==> src/rtl/regfile_ctrl_pkg.sv <==
// Shared constants and types for the register-file write-back control slice.
package regfile_ctrl_pkg;

    localparam int unsigned XLEN     = 32;
    localparam int unsigned NUM_REGS = 32;
    localparam int unsigned ADDR_W   = 5;

    // Bit positions of each requester in the arbiter req/gnt vectors.
    localparam int unsigned REQ_ALU = 0;
    localparam int unsigned REQ_MEM = 1;

    // Identity of the requester that won the most recent accepted transfer.
    typedef enum logic {
        GNT_ALU = 1'b0,
        GNT_MEM = 1'b1
    } grant_e;

endpackage

==> src/rtl/regfile_wb_arbiter_rr_arb2.sv <==
// Two-requester round-robin arbiter. Grant is combinational from req and the
// stored last winner; the stored winner only advances on an accepted transfer.
module rr_arb2
    import regfile_ctrl_pkg::*;
(
    input  logic       clk,
    input  logic       reset,
    input  logic [1:0] req,
    input  logic       accept,
    output logic [1:0] gnt
);

    grant_e r_last_grant;

    // Pick a winner: sole requester wins, contention goes to the one not served last.
    always_comb begin
        gnt = '0;
        unique case (req)
            2'b01:   gnt = 2'b01;
            2'b10:   gnt = 2'b10;
            2'b11:   gnt = (r_last_grant == GNT_MEM) ? 2'b01 : 2'b10;
            default: gnt = '0;
        endcase
    end

    // Remember who was served last; reset favours the ALU on first contention.
    always_ff @(posedge clk) begin
        if (reset) begin
            r_last_grant <= GNT_MEM;
        end else if (accept) begin
            r_last_grant <= gnt[REQ_ALU] ? GNT_ALU : GNT_MEM;
        end
    end

endmodule

==> src/rtl/regfile_wb_arbiter.sv <==
// Write-back controller: shares the register file's single write port between
// the ALU and load write-back paths, tracks outstanding writes per register,
// and reports read-after-write hazards to decode.
module regfile_wb_arbiter
    import regfile_ctrl_pkg::*;
#(
    parameter int unsigned XLEN     = regfile_ctrl_pkg::XLEN,
    parameter int unsigned NUM_REGS = regfile_ctrl_pkg::NUM_REGS,
    parameter int unsigned ADDR_W   = regfile_ctrl_pkg::ADDR_W
) (
    input  logic                clk,
    input  logic                reset,
    input  logic                alu_valid,
    output logic                alu_ready,
    input  logic [ADDR_W-1:0]   alu_rd,
    input  logic [XLEN-1:0]     alu_data,
    input  logic                mem_valid,
    output logic                mem_ready,
    input  logic [ADDR_W-1:0]   mem_rd,
    input  logic [XLEN-1:0]     mem_data,
    input  logic                issue_valid,
    input  logic [ADDR_W-1:0]   issue_rd,
    input  logic [ADDR_W-1:0]   chk_rs1,
    input  logic [ADDR_W-1:0]   chk_rs2,
    output logic                hazard,
    output logic                rf_write_enable,
    output logic [ADDR_W-1:0]   rf_write_reg,
    output logic [XLEN-1:0]     rf_write_data,
    output logic [NUM_REGS-1:0] pending,
    output logic                proto_err
);

    logic [1:0]          w_req;
    logic [1:0]          w_gnt;
    logic                w_alu_acc;
    logic                w_mem_acc;
    logic                w_acc;
    logic [ADDR_W-1:0]   w_acc_rd;
    logic [XLEN-1:0]     w_acc_data;
    logic                w_acc_writes;
    logic                w_claim;
    logic [NUM_REGS-1:0] w_pending_nxt;
    logic                w_haz_rs1;
    logic                w_haz_rs2;

    logic                r_we;
    logic [ADDR_W-1:0]   r_wreg;
    logic [XLEN-1:0]     r_wdata;
    logic [NUM_REGS-1:0] r_pending;
    logic                r_proto_err;

    assign w_req[REQ_ALU] = alu_valid;
    assign w_req[REQ_MEM] = mem_valid;

    rr_arb2 u_arb (
        .clk    (clk),
        .reset  (reset),
        .req    (w_req),
        .accept (w_acc),
        .gnt    (w_gnt)
    );

    // Handshake: the arbiter only grants active requesters, so a grant is an acceptance.
    always_comb begin
        w_alu_acc    = alu_valid & w_gnt[REQ_ALU];
        w_mem_acc    = mem_valid & w_gnt[REQ_MEM];
        w_acc        = w_alu_acc | w_mem_acc;
        w_acc_rd     = w_alu_acc ? alu_rd   : mem_rd;
        w_acc_data   = w_alu_acc ? alu_data : mem_data;
        w_acc_writes = w_acc && (w_acc_rd != '0);
        w_claim      = issue_valid && (issue_rd != '0);
    end

    assign alu_ready = w_alu_acc;
    assign mem_ready = w_mem_acc;

    // Registered write port: one cycle after acceptance; x0 writes are swallowed.
    always_ff @(posedge clk) begin
        if (reset) begin
            r_we    <= 1'b0;
            r_wreg  <= '0;
            r_wdata <= '0;
        end else begin
            r_we <= w_acc_writes;
            if (w_acc_writes) begin
                r_wreg  <= w_acc_rd;
                r_wdata <= w_acc_data;
            end
        end
    end

    // Next scoreboard: clear the written register first so a same-cycle claim wins.
    always_comb begin
        w_pending_nxt = r_pending;
        if (w_acc_writes) begin
            w_pending_nxt[w_acc_rd] = 1'b0;
        end
        if (w_claim) begin
            w_pending_nxt[issue_rd] = 1'b1;
        end
    end

    // Scoreboard and sticky double-claim flag.
    always_ff @(posedge clk) begin
        if (reset) begin
            r_pending   <= '0;
            r_proto_err <= 1'b0;
        end else begin
            r_pending <= w_pending_nxt;
            if (w_claim && r_pending[issue_rd]) begin
                r_proto_err <= 1'b1;
            end
        end
    end

    // Hazard: outstanding claim, or the write is committing at the coming edge
    // (pending is already clear then, but the file still holds the stale value).
    always_comb begin
        w_haz_rs1 = (chk_rs1 != '0) &&
                    (r_pending[chk_rs1] || (r_we && (r_wreg == chk_rs1)));
        w_haz_rs2 = (chk_rs2 != '0) &&
                    (r_pending[chk_rs2] || (r_we && (r_wreg == chk_rs2)));
        hazard    = w_haz_rs1 || w_haz_rs2;
    end

    assign rf_write_enable = r_we;
    assign rf_write_reg    = r_wreg;
    assign rf_write_data   = r_wdata;
    assign pending         = r_pending;
    assign proto_err       = r_proto_err;

endmodule

==> config.mk <==
export PLATFORM = sky130hd
export DESIGN_NAME = regfile_wb_arbiter
export DESIGN_NICKNAME = d
export VERILOG_FILES = /design/src/rtl/regfile_ctrl_pkg.sv /design/src/rtl/regfile_wb_arbiter_rr_arb2.sv /design/src/rtl/regfile_wb_arbiter.sv
export SDC_FILE = /design/constraint.sdc
export NUM_CORES = 1
export LEC_CHECK = 0
export ABC_AREA = 1
export CAP_MARGIN = 20
export CORE_UTILIZATION = 28
export DETAILED_ROUTE_END_ITERATION = 10
export GPL_TIMING_DRIVEN = 1
export SYNTH_ARGS = -nofsm -noshare
export SYNTH_HDL_FRONTEND = slang
export SYNTH_SLANG_ARGS = --single-unit
==> constraint.sdc <==
create_clock -name clk -period 5 [get_ports clk]
set_input_delay 1 -clock clk [delete_from_list [all_inputs] [get_ports clk]]
set_output_delay 1 -clock clk [all_outputs]
set_load 0.02 [all_outputs]
* After elaboration in Yosys (flattened, before gate mapping) *
Index checks and enable logic that the tools add are counted.

operators by class
  eq/ne operators = 5
  bitwise logic cells = 6
  reductions and logical operators = 16
  multiplexer cells = 17
  order comparisons = 6

operator list
  operator                                                            count
  2-to-1 mux 32 bit                                                   3
  bitwise AND 32 bit                                                  1
  inverter 32 bit                                                     1
  bitwise OR 32 bit                                                   1
  less-than comparator 5 x 6 -> 1 bit (second input constant)         4
  nonzero test 5 bit                                                  4
  binary-select mux 1 bit (select 5 bit)                              3
  demux 1 bit (select 5 bit)                                          2
  equality test 5 bit                                                 2
  greater-or-equal comparator 5 x 1 -> 1 bit (second input constant)  2
  logical AND 1 bit                                                   9
  2-to-1 mux 1 bit                                                    6
  case mux 2 bit (3 select lines)                                     1
  2-to-1 mux 5 bit                                                    1
  equality test 2 bit (second input constant)                         2
  logical OR 1 bit                                                    3
  bitwise AND 1 bit                                                   2
  equality test 2 x 1 -> 1 bit (second input constant)                1
  2-to-1 mux 2 bit                                                    1
  bitwise OR 1 bit                                                    1

storage, ports and cells
  output and inout port bits = 74
  register bits after elaboration = 72
  input port bits = 94
  word-level logic and storage cells = 56

* Depth between registers and ports, before layout *
Gate-level depths: netlist (run 1).

  word-level depth = 13
  gate-level depth with buffers = 14
  gate-level depth less buffers = 12

* Hierarchy *
From an unflattened synthesis (run 1), not the netlist that was laid out.

second synthesis, totals
  cell total of the unflattened synthesis = 773
  area total of the unflattened synthesis = 4,423.0 sq um

modules (own cells, without submodules)
  module              area each (sq um)  cells each  seq. area each (sq um)  instances
  regfile_wb_arbiter  4,365.4            763         1,421.4                 1
  rr_arb2             57.6               10          20.0                    1

* Least setup slack after synthesis (run 1) *
No wires, ideal clock.

  path type = input to output
  start = input port chk_rs2[1]
  end = output port hazard
  arrival = 2.109 ns
  data required time = 4.000 ns
  cell stages on the path = 11
  path buffers = 2
  setup slack = 1.891 ns
  cells stage by stage = clkbuf_1 inv_1 clkbuf_1 o211ai_1 nand3_1 nand3_1 nand3_1 nand2_1 nand2_1 nand2_1 nand2_1

between the ends
  word-level cells in the longest chain between the ends = 5
  elaborated cells between the ends (all ways) = 8
  classes of those cells = 1 x eq/ne; 2 x mux; 5 x reduce/logical

ends and longest elaborated chain
  what                                                                                  line                       RTL
  start, declared                                                                       regfile_wb_arbiter.sv:24   input logic [ADDR_W-1:0] chk_rs2,
  binary-select mux 1 bit (select 5 bit) / equality test 5 bit (equally long branches)  regfile_wb_arbiter.sv:122  (r_pending[chk_rs2] || (r_we && (r_wreg == chk_rs2)));
  2-to-1 mux 1 bit (not written as such) / logical AND 1 bit (equally long branches)    regfile_wb_arbiter.sv:122
  logical OR 1 bit                                                                      regfile_wb_arbiter.sv:122
  logical AND 1 bit *                                                                   regfile_wb_arbiter.sv:121  w_haz_rs2 = (chk_rs2 != '0) &&
  logical OR 1 bit *                                                                    regfile_wb_arbiter.sv:123  hazard = w_haz_rs1 || w_haz_rs2;
  end, declared                                                                         regfile_wb_arbiter.sv:25   output logic hazard,

Every way passes the cells marked *; elsewhere a longest branch is shown, timed or not. The select of a mux whose other input is x is not followed.

* Worst setup path after layout (run 1) *
Same ends and word-level chain as after synthesis.

==> results.yml, run 1 <==
power:
  swShare_pct: 31.5
  internal_power_mw: 1.12
  switching_power_uw: 517
  power_mw: 1.64
  cellLeakagePower_nw: 2.77
  clockPowerShare_pct: 36.7
  comb_power_share_pct: 25.0
  p_per_area_mw_per_mm2: 253
  seqPwrFrac_pct: 38.3
  ir_drop_uv: 119
sta:
  hold_viol: 0
  fin_ws_ps: 780
  setup_viol: 0
  max_slew_margin_pct: 22.4
  fin_crit_sh_pct: 84.4
  slew_violations: 0
  skew_ps: 11.6
  tightestPinTransition_ps: 1160
  min_period_ps: 4220
  fmax_mhz: 237
  final.setup.tns_ps: 0
  rsz0062_at_grt: "no"
cts:
  ctsHoldBuffers: 0
  postCtsSetupBuffers: 0
  cts_tree: "built"
  cts_buffers: 9
  clkSinkCount: 72
  root_buffer: "clkbuf_16"
  cts.path.max_buffers: 2
  ctsResizeCount: 0
  htreeDepth: 3
  clk_latency_ps: 340
  clk_pin_slew_ps: 60
route:
  ant_nets: 0
  dr.pass1.iters: 6
  vias: 5400
  drc: 0
  finalWirelength_um: 16800
  drt_iter0_drc: 387
  via_per_inst: 4.84
  wl_per_cell_um: 15.0
synth:
  syn_inst: 752
  yosysSeqAreaShare_pct: 32.6
  muxShareOfSynthArea_pct: 0
  synth-seq-cells: 72
  synth-adder-area-share_pct: 0
  synth_top_family_by_area: "simple AND/OR/NAND/NOR gates"
  synth_compound_area_share_pct: 14.6
  yosysTopAreaCellShare_pct: 32.6
  synth.distinct_cells: 27
  yosysWarnings: 0
  synthSimpleGateAreaFrac_pct: 42.8
  avgSynthCellArea_um2: 5.89
  synth_area_leaders: "dfxtp_1 (33%), nand2_1 (22%), nand3_1 (9.4%)"
  syn_nets: 846
  syn_area_mm2: 0.00443
  netlist.top_cell.by_area: "dfxtp_1"
  synth-xor-area-share_pct: 0
final_layout:
  num-nets-final: 994
  area_delta_synth_final_pct: 46.6
  regArea_mm2: 0.00144
  diodes: 0
  post-route-util_pct: 42.4
  drive_above_1_share_pct: 4.53
  fillers: 1674
  multi_input_area_mm2: 0.00254
grt:
  grt_pass1_wl_um: 26400
  gr-usage-met2_pct: 33.3
  antenna_found_initial: 0
  overflow: 0
  grt_usage_pct: 21.0
  grt_pass1_vias: 5044
  grtUsageMet3_pct: 7.64
  top_usage_layer: "met2"
  grt.met1_usage_pct: 25.9
  grt_max_degree: 46
worst_hold_path:
  hold_class: "flip-flop to flip-flop"
floorplan:
  io_pins: 168
  start_util_pct: 28.9
  chipWidth_um: 128
  rows: 45
  dieArea_mm2: 0.0163
  core_mm2: 0.0153
  die_y_um: 128
setup_path:
  worstPathRequired_ps: 4000
  arrival_ps: 3220
  startpoint: "chk_rs2[1]"
  worstRegToRegCells: 12
  worst-path-max-fanout: 11
  reg2reg_slack_ps: 2450
  endpoint_kind: "output pin"
  startpoint_type: "primary input"
  criticalPathCategory: "primary input to output pin"
  rr_startpoint: "u_arb.r_last_grant$_SDFFE_PP1P_"
  endpoint: "hazard"
  r2r-end: "rf_write_data[4]$_SDFFE_PP0N_"
placed_design:
  dp_hpwl_um: 12400
  port_buffers: 167
  dp_slack_ps: 799
  gp_congestion: 0.882
status:
  status: "completed"
job:
  drv_cap: 0
placed cells by master (no fill, tap or decap):
master and n:
nand2_1 254, clkdlybuf4s50_1 167, nor2_1 86, nand3_1 83
dfxtp_1 72, inv_1 66, o21ai_0 58, a21oi_1 34
nor3_1 11, nand4_1 11, o21ai_1 9, clkbuf_16 9
o22ai_1 7, nand2_2 6, buf_4 5, inv_2 4
o211ai_1 4, nor2_2 3, a21oi_2 3, nand2_4 2
o21ai_2 2, clkinv_2 2, clkinvlp_4 2, inv_6 2
a21boi_0 1, o21ai_4 1, clkbuf_1 1
per-stage QoR:
step / area, um2 / std cells / hold WS (ps)
after global placement: 6220 / 1100 / 444
after detailed placement: 6220 / 1100 / 444
after CTS: 6490 / 1116 / 455
after floorplan: 4430 / 752 / 470
after global routing: 6490 / 1116 / 476
final: 6490 / 1116 / 451
Yosys cell counts, drive strengths merged:
master    n
dfxtp    72
nand2   262
nor3     11
a21oi    37
buf      12
o211ai    4
inv      70
nor2     89
o21ai    70
nand4    11
o22ai     7
clkbuf   23
a21boi    1
nand3    83
worst min-delay path by stage:
stage                                           end                       startpoint  cells after the start  slack, ps
detailed placement           proto_err$_SDFFE_PP0P_           proto_err$_SDFFE_PP0P_                      2        440
floorplan           u_arb.r_last_grant$_SDFFE_PP1P_  u_arb.r_last_grant$_SDFFE_PP1P_                      2        470
global placement             proto_err$_SDFFE_PP0P_           proto_err$_SDFFE_PP0P_                      2        440
finish                       proto_err$_SDFFE_PP0P_           proto_err$_SDFFE_PP0P_                      2        450
CTS                          proto_err$_SDFFE_PP0P_           proto_err$_SDFFE_PP0P_                      2        450
global route                 proto_err$_SDFFE_PP0P_           proto_err$_SDFFE_PP0P_                      2        480
area by class of cell:
cell class	instances	area share [%]
sequential	72	22.2
inverter	70	4.05
clock buffer	10	3.53
clock inverter	6	0.655
multi-input combinational	575	39.2
tap	211	4.07
timing repair buffer	172	26.3
worst max-delay path, stage by stage:
cell and delay (ps):
clkdlybuf4s50_1 680, inv_1 280, nor2_1 150, nand2_1 50, nand3_1 60, nand3_1 90, nand3_1 90, nand2_1 60
nand2_1 50, nand2_1 50, nand2_1 70, clkdlybuf4s50_1 590
routing by layer:
layer,up-vias,wire length (um),part of all wire (%)
met2,273,7520,45
met3,30,1890,11
met1,2381,6970,42
met4,0,387,2.3
met5,-,0,0
li1,2716,-,-
power groups by stage:
stage / Sequential [mW] / Combinational, mW / Clock, mW
floorplan: 0.673 / 0.183 / 0
global placement: 0.640 / 0.411 / 0
detailed placement: 0.641 / 0.409 / 0
CTS: 0.629 / 0.411 / 0.614
global route: 0.632 / 0.453 / 0.640
finish: 0.628 / 0.410 / 0.602
cell families after synthesis:
group	Yosys count
buffers and inverters	105
flip-flops	72
AND/OR/NAND/NOR	456
AO/OA/AOI/OAI	119
(Power assumes the default switching activity.)
==> run 2: changes to the inputs <==
==> constraint.sdc (replaced) <==
create_clock -name clk -period 3.95 [get_ports clk]
set_input_delay 0.79 -clock clk [delete_from_list [all_inputs] [get_ports clk]]
set_output_delay 0.79 -clock clk [all_outputs]
set_load 0.02 [all_outputs]
==> run 2 against run 1 <==
  * Sequential share of layout area down 0.17 points
  * Global-route usage shrank 0.079 points
  * Clock-buffer cell count fell by 1
  * Sequential power grew 26%
  * Clock power increased by 26%
  * Utilization is 0.33 points higher
  * Via count about the same
  * Critical path depth shrank 1
  * Cell area grew 0.77%
  * Largest power group unchanged
==> results.yml, run 2 (synthesis gave the netlist of run 1 again) <==
status:
  status: "completed"
power:
  power_mw: 2.08
  cellLeakagePower_nw: 2.81
  p_per_area_mw_per_mm2: 318
  ir_drop_uv: 188
route:
  drc: 0
  ant_nets: 0
  finalWirelength_um: 16500
  drt_iter0_drc: 384
  vias: 5401
  dr.pass1.iters: 5
  via_per_inst: 4.81
  wl_per_cell_um: 14.7
sta:
  hold_viol: 0
  fin_ws_ps: 187
  slew_violations: 0
  max_slew_margin_pct: 38.6
  fin_crit_sh_pct: 95.3
  setup_viol: 0
  tightestPinTransition_ps: 920
  rsz0062_at_grt: "no"
  skew_ps: 7.28
  final.setup.tns_ps: 0
  fmax_mhz: 266
  min_period_ps: 3760
final_layout:
  area_delta_synth_final_pct: 47.7
  drive_above_1_share_pct: 5.38
  design_area_mm2: 0.00654
  regArea_mm2: 0.00144
  num-nets-final: 1000
  layout_common_cells: "nand2_1 (254), clkdlybuf4s50_1 (166), nor2_1 (86)"
  diodes: 0
  fillers: 1656
  post-route-util_pct: 42.7
  multi_input_area_mm2: 0.00254
  layout_commonest_cell: "nand2_1"
placed_design:
  dp_slack_ps: 197
  port_buffers: 167
  placed_cell_area_mm2: 0.00626
  gp_congestion: 0.868
  dp_hpwl_um: 12200
floorplan:
  chipWidth_um: 128
  start_util_pct: 28.9
  die_y_um: 128
  rows: 45
  io_pins: 168
  core_mm2: 0.0153
  dieArea_mm2: 0.0163
cts:
  clk_pin_slew_ps: 60
  cts_tree: "built"
  cts_buffers: 9
  clkSinkCount: 72
  ctsHoldBuffers: 0
  root_buffer: "clkbuf_16"
  htreeDepth: 3
  cts.path.max_buffers: 2
  clk_latency_ps: 340
setup_path:
  endpoint_kind: "output pin"
  worstPathRequired_ps: 3160
  reg2reg_slack_ps: 1390
  arrival_ps: 2970
  worstRegToRegCells: 12
  criticalPathCategory: "primary input to output pin"
  worst-path-max-fanout: 12
  startpoint_type: "primary input"
grt:
  grt_usage_pct: 20.9
  grt_pass1_vias: 4950
  grt_max_degree: 46
  antenna_found_initial: 0
  grt_pass1_wl_um: 26400
  overflow: 0
worst_hold_path:
  worstHoldPathCells: 2
  hold_class: "flip-flop to flip-flop"
job:
  drv_cap: 0
run 2: cell count changes in the layout (fill, tap and decap cells not counted), sizes merged:
| cell | before | now |
|---|---|---|
| buf | 5 | 11 |
| clkinv | 2 | 4 |
| clkbuf | 10 | 9 |
| clkdlybuf4s50 | 167 | 166 |
| dlymetal6s2s | 0 | 1 |
| inv | 72 | 71 |
run 2: area by class of cell:
class / count / area share, %
multi-input cells: 575 / 38.9
repair buffers: 178 / 26.9
flip-flops and latches: 72 / 22.0
inverters: 70 / 4.08
well taps: 211 / 4.04
clock buffers: 9 / 3.44
clock inverters: 7 / 0.689
run 2: power breakdown:
group | internal (mW) | switching, mW
sequential | 0.766 | 0.0283
combinational | 0.232 | 0.290
clock | 0.425 | 0.336
run 2: layer usage:
layer  routed length [um]  track usage (%)  vias up
met3                 1760             8.14       25
met5                    0                0        -
met2                 7470             33.3      242
met4                  265             5.54        0
li1                     -                -     2729
met1                 7050             26.2     2405
run 2: worst paths after layout:
kind | start | to
worst max-delay path | chk_rs1[1] | hazard
worst min-delay path | proto_err$_SDFFE_PP0P_ | proto_err$_SDFFE_PP0P_
worst max register to register | u_arb.r_last_grant$_SDFFE_PP1P_ | rf_write_data[6]$_SDFFE_PP0N_
worst min register to register | proto_err$_SDFFE_PP0P_ | proto_err$_SDFFE_PP0P_
run 2: repair_timing:
action / CTS / global route
setup endpoints to repair: 0 / 1
resized for setup: 0 / 2
buffers inserted: 0 / 1
run 2: critical path, stage by stage:
cell and delay, ps:
clkdlybuf4s50_1 660, inv_1 340, nand3_1 110, nand3_1 80, nand3_1 80, nand2_1 70
nand2_1 50, nand3_1 70, nand2_1 50, nand2_1 50, clkdlybuf4s50_1 600
run 2: per-stage QoR:
step,cells,hold WS [ps]
final,1122,452
after global routing,1122,488
after CTS,1121,460
after detailed placement,1105,451
after global placement,1105,443
after floorplan,752,470
==> run 3: changes to the inputs <==
--- a/config.mk
+++ b/config.mk
@@ -7,7 +7,8 @@
 export LEC_CHECK = 0
 export ABC_AREA = 1
 export CAP_MARGIN = 20
-export CORE_UTILIZATION = 28
+export CORE_MARGIN = 2
+export CORE_UTILIZATION = 30
 export DETAILED_ROUTE_END_ITERATION = 10
 export GPL_TIMING_DRIVEN = 1
 export SYNTH_ARGS = -nofsm -noshare
==> run 3 against run 2 <==
  * Utilization is 2.6 points higher
  * Critical path depth is the same
  * Clock-buffer cell count rose by 1
  * Critical endpoint unchanged
  * Highest routed layer unchanged
==> results.yml, run 3 (synthesis gave the netlist of run 1 again) <==
power:
  swShare_pct: 28.8
  cellLeakagePower_nw: 2.83
  clockPowerShare_pct: 40.1
  ir_drop_uv: 185
  seqPwrFrac_pct: 36.1
  comb_power_share_pct: 23.8
  p_per_area_mw_per_mm2: 335
  switching_power_uw: 633
  internal_power_mw: 1.57
status:
  status: "completed"
setup_path:
  worstPathRequired_ps: 3160
  arrival_ps: 2970
  rr_startpoint: "u_arb.r_last_grant$_SDFFE_PP1P_"
  worst-path-max-fanout: 12
  startpoint_type: "primary input"
  reg2reg_slack_ps: 1660
  criticalPathCategory: "primary input to output pin"
  r2r-end: "rf_write_data[7]$_SDFFE_PP0N_"
  endpoint_kind: "output pin"
  endpoint: "hazard"
  worstRegToRegCells: 12
  startpoint: "chk_rs1[1]"
final_layout:
  num-nets-final: 1001
  layout_commonest_cell: "nand2_1"
  diodes: 0
  drive_above_1_share_pct: 5.27
  layout_common_cells: "nand2_1 (254), clkdlybuf4s50_1 (167), nor2_1 (86)"
  area_delta_synth_final_pct: 48.1
grt:
  overflow: 0
  grt_pass1_wl_um: 26600
  antenna_found_initial: 0
  grt_usage_pct: 21.0
  grt_max_degree: 46
  grt_pass1_vias: 5224
worst_hold_path:
  hold_class: "flip-flop to flip-flop"
cts:
  cts_tree: "built"
  cts.path.max_buffers: 2
  clk_latency_ps: 340
  clkSinkCount: 72
  postCtsSetupBuffers: 0
  cts_buffers: 9
  htreeDepth: 3
  ctsHoldBuffers: 0
  ctsResizeCount: 0
  clk_pin_slew_ps: 60
  root_buffer: "clkbuf_16"
sta:
  rsz0062_at_grt: "no"
  final.setup.tns_ps: 0
  fin_crit_sh_pct: 95.1
  skew_ps: 8.78
  hold_viol: 0
  fmax_mhz: 266
  setup_viol: 0
  hold-worst-slack_ps: 452
  min_period_ps: 3760
  tightestPinTransition_ps: 900
  max_slew_margin_pct: 39.9
  slew_violations: 0
floorplan:
  rows: 44
  die_y_um: 125
  core_mm2: 0.0145
  io_pins: 168
  dieArea_mm2: 0.0157
  chipWidth_um: 125
  start_util_pct: 30.6
placed_design:
  gp_congestion: 0.871
  port_buffers: 167
  dp_hpwl_um: 12300
job:
  drv_cap: 0
route:
  drt_iter0_drc: 331
  vias: 5408
  drc: 0
  finalWirelength_um: 16300
  dr.pass1.iters: 5
  via_per_inst: 4.94
  ant_nets: 0
  wl_per_cell_um: 14.9
[run 3: cell count changes in the layout (fill, tap and decap cells not counted)]
| cell | before | now |
|---|---|---|
| clkinvlp_4 | 2 | 1 |
| inv_6 | 2 | 0 |
| buf_4 | 11 | 12 |
| dlymetal6s2s_1 | 1 | 0 |
| clkinv_4 | 0 | 1 |
| clkdlybuf4s50_1 | 166 | 167 |
| clkinv_2 | 4 | 1 |
| inv_1 | 65 | 66 |
| bufinv_16 | 0 | 2 |
| clkbuf_8 | 0 | 1 |
[run 3: final cells by class]
cell class	instances	area [um2]
Clock buffer	10	239
Clock inverter	5	81.3
Fill cell	1575	7920
Sequential cell	72	1440
Tap cell	184	230
Multi-Input combinational cell	575	2540
Inverter	70	263
Timing Repair Buffer	179	1760
[run 3: power groups by stage]
| stage | Combinational (mW) | Sequential [mW] | Clock [mW] |
|---|---|---|---|
| floorplan | 0.232 | 0.852 | 0 |
| global placement | 0.525 | 0.809 | 0 |
| detailed placement | 0.523 | 0.810 | 0 |
| CTS | 0.525 | 0.795 | 0.900 |
| global route | 0.581 | 0.800 | 0.936 |
| finish | 0.523 | 0.794 | 0.881 |
[run 3: layer usage]
layer  part of all wire (%)  vias up  track usage, %
met5                      0        -               0
met4                    3.1        0            9.61
met3                     11       38            8.64
met2                     44      248            32.8
met1                     42     2402            25.3
li1                       -     2720               -
[run 3: worst min-delay path by stage]
stage / start / endpoint / slack, ps / depth (start not counted)
after global routing: rf_write_data[1]$_SDFFE_PP0N_ / rf_write_data[1]$_SDFFE_PP0N_ / 510 / 2
final: proto_err$_SDFFE_PP0P_ / proto_err$_SDFFE_PP0P_ / 450 / 2
after floorplan: u_arb.r_last_grant$_SDFFE_PP1P_ / u_arb.r_last_grant$_SDFFE_PP1P_ / 470 / 2
after global placement: proto_err$_SDFFE_PP0P_ / proto_err$_SDFFE_PP0P_ / 440 / 2
after CTS: proto_err$_SDFFE_PP0P_ / proto_err$_SDFFE_PP0P_ / 450 / 2
after detailed placement: proto_err$_SDFFE_PP0P_ / proto_err$_SDFFE_PP0P_ / 450 / 2
[run 3: per-stage QoR]
stage	cells	instance area, um2	worst slack, ps	utilization (%)	total power, mW
after floorplan	752	4430	1260	-	1.08
after detailed placement	1080	6240	189	43.1	1.33
after global routing	1095	6560	30.3	45.3	2.32
after CTS	1095	6560	187	45.3	2.22
final	1095	6560	193	45.3	2.20
after global placement	1080	6240	263	43.1	1.33
[run 3: critical path, stage by stage]
cell,delay [ps]
clkdlybuf4s50_1,660
inv_1,340
nand3_1,120
nand3_1,80
nand3_1,80
nand2_1,70
nand2_1,40
nand3_1,70
nand2_1,50
nand2_1,50
clkdlybuf4s50_1,600
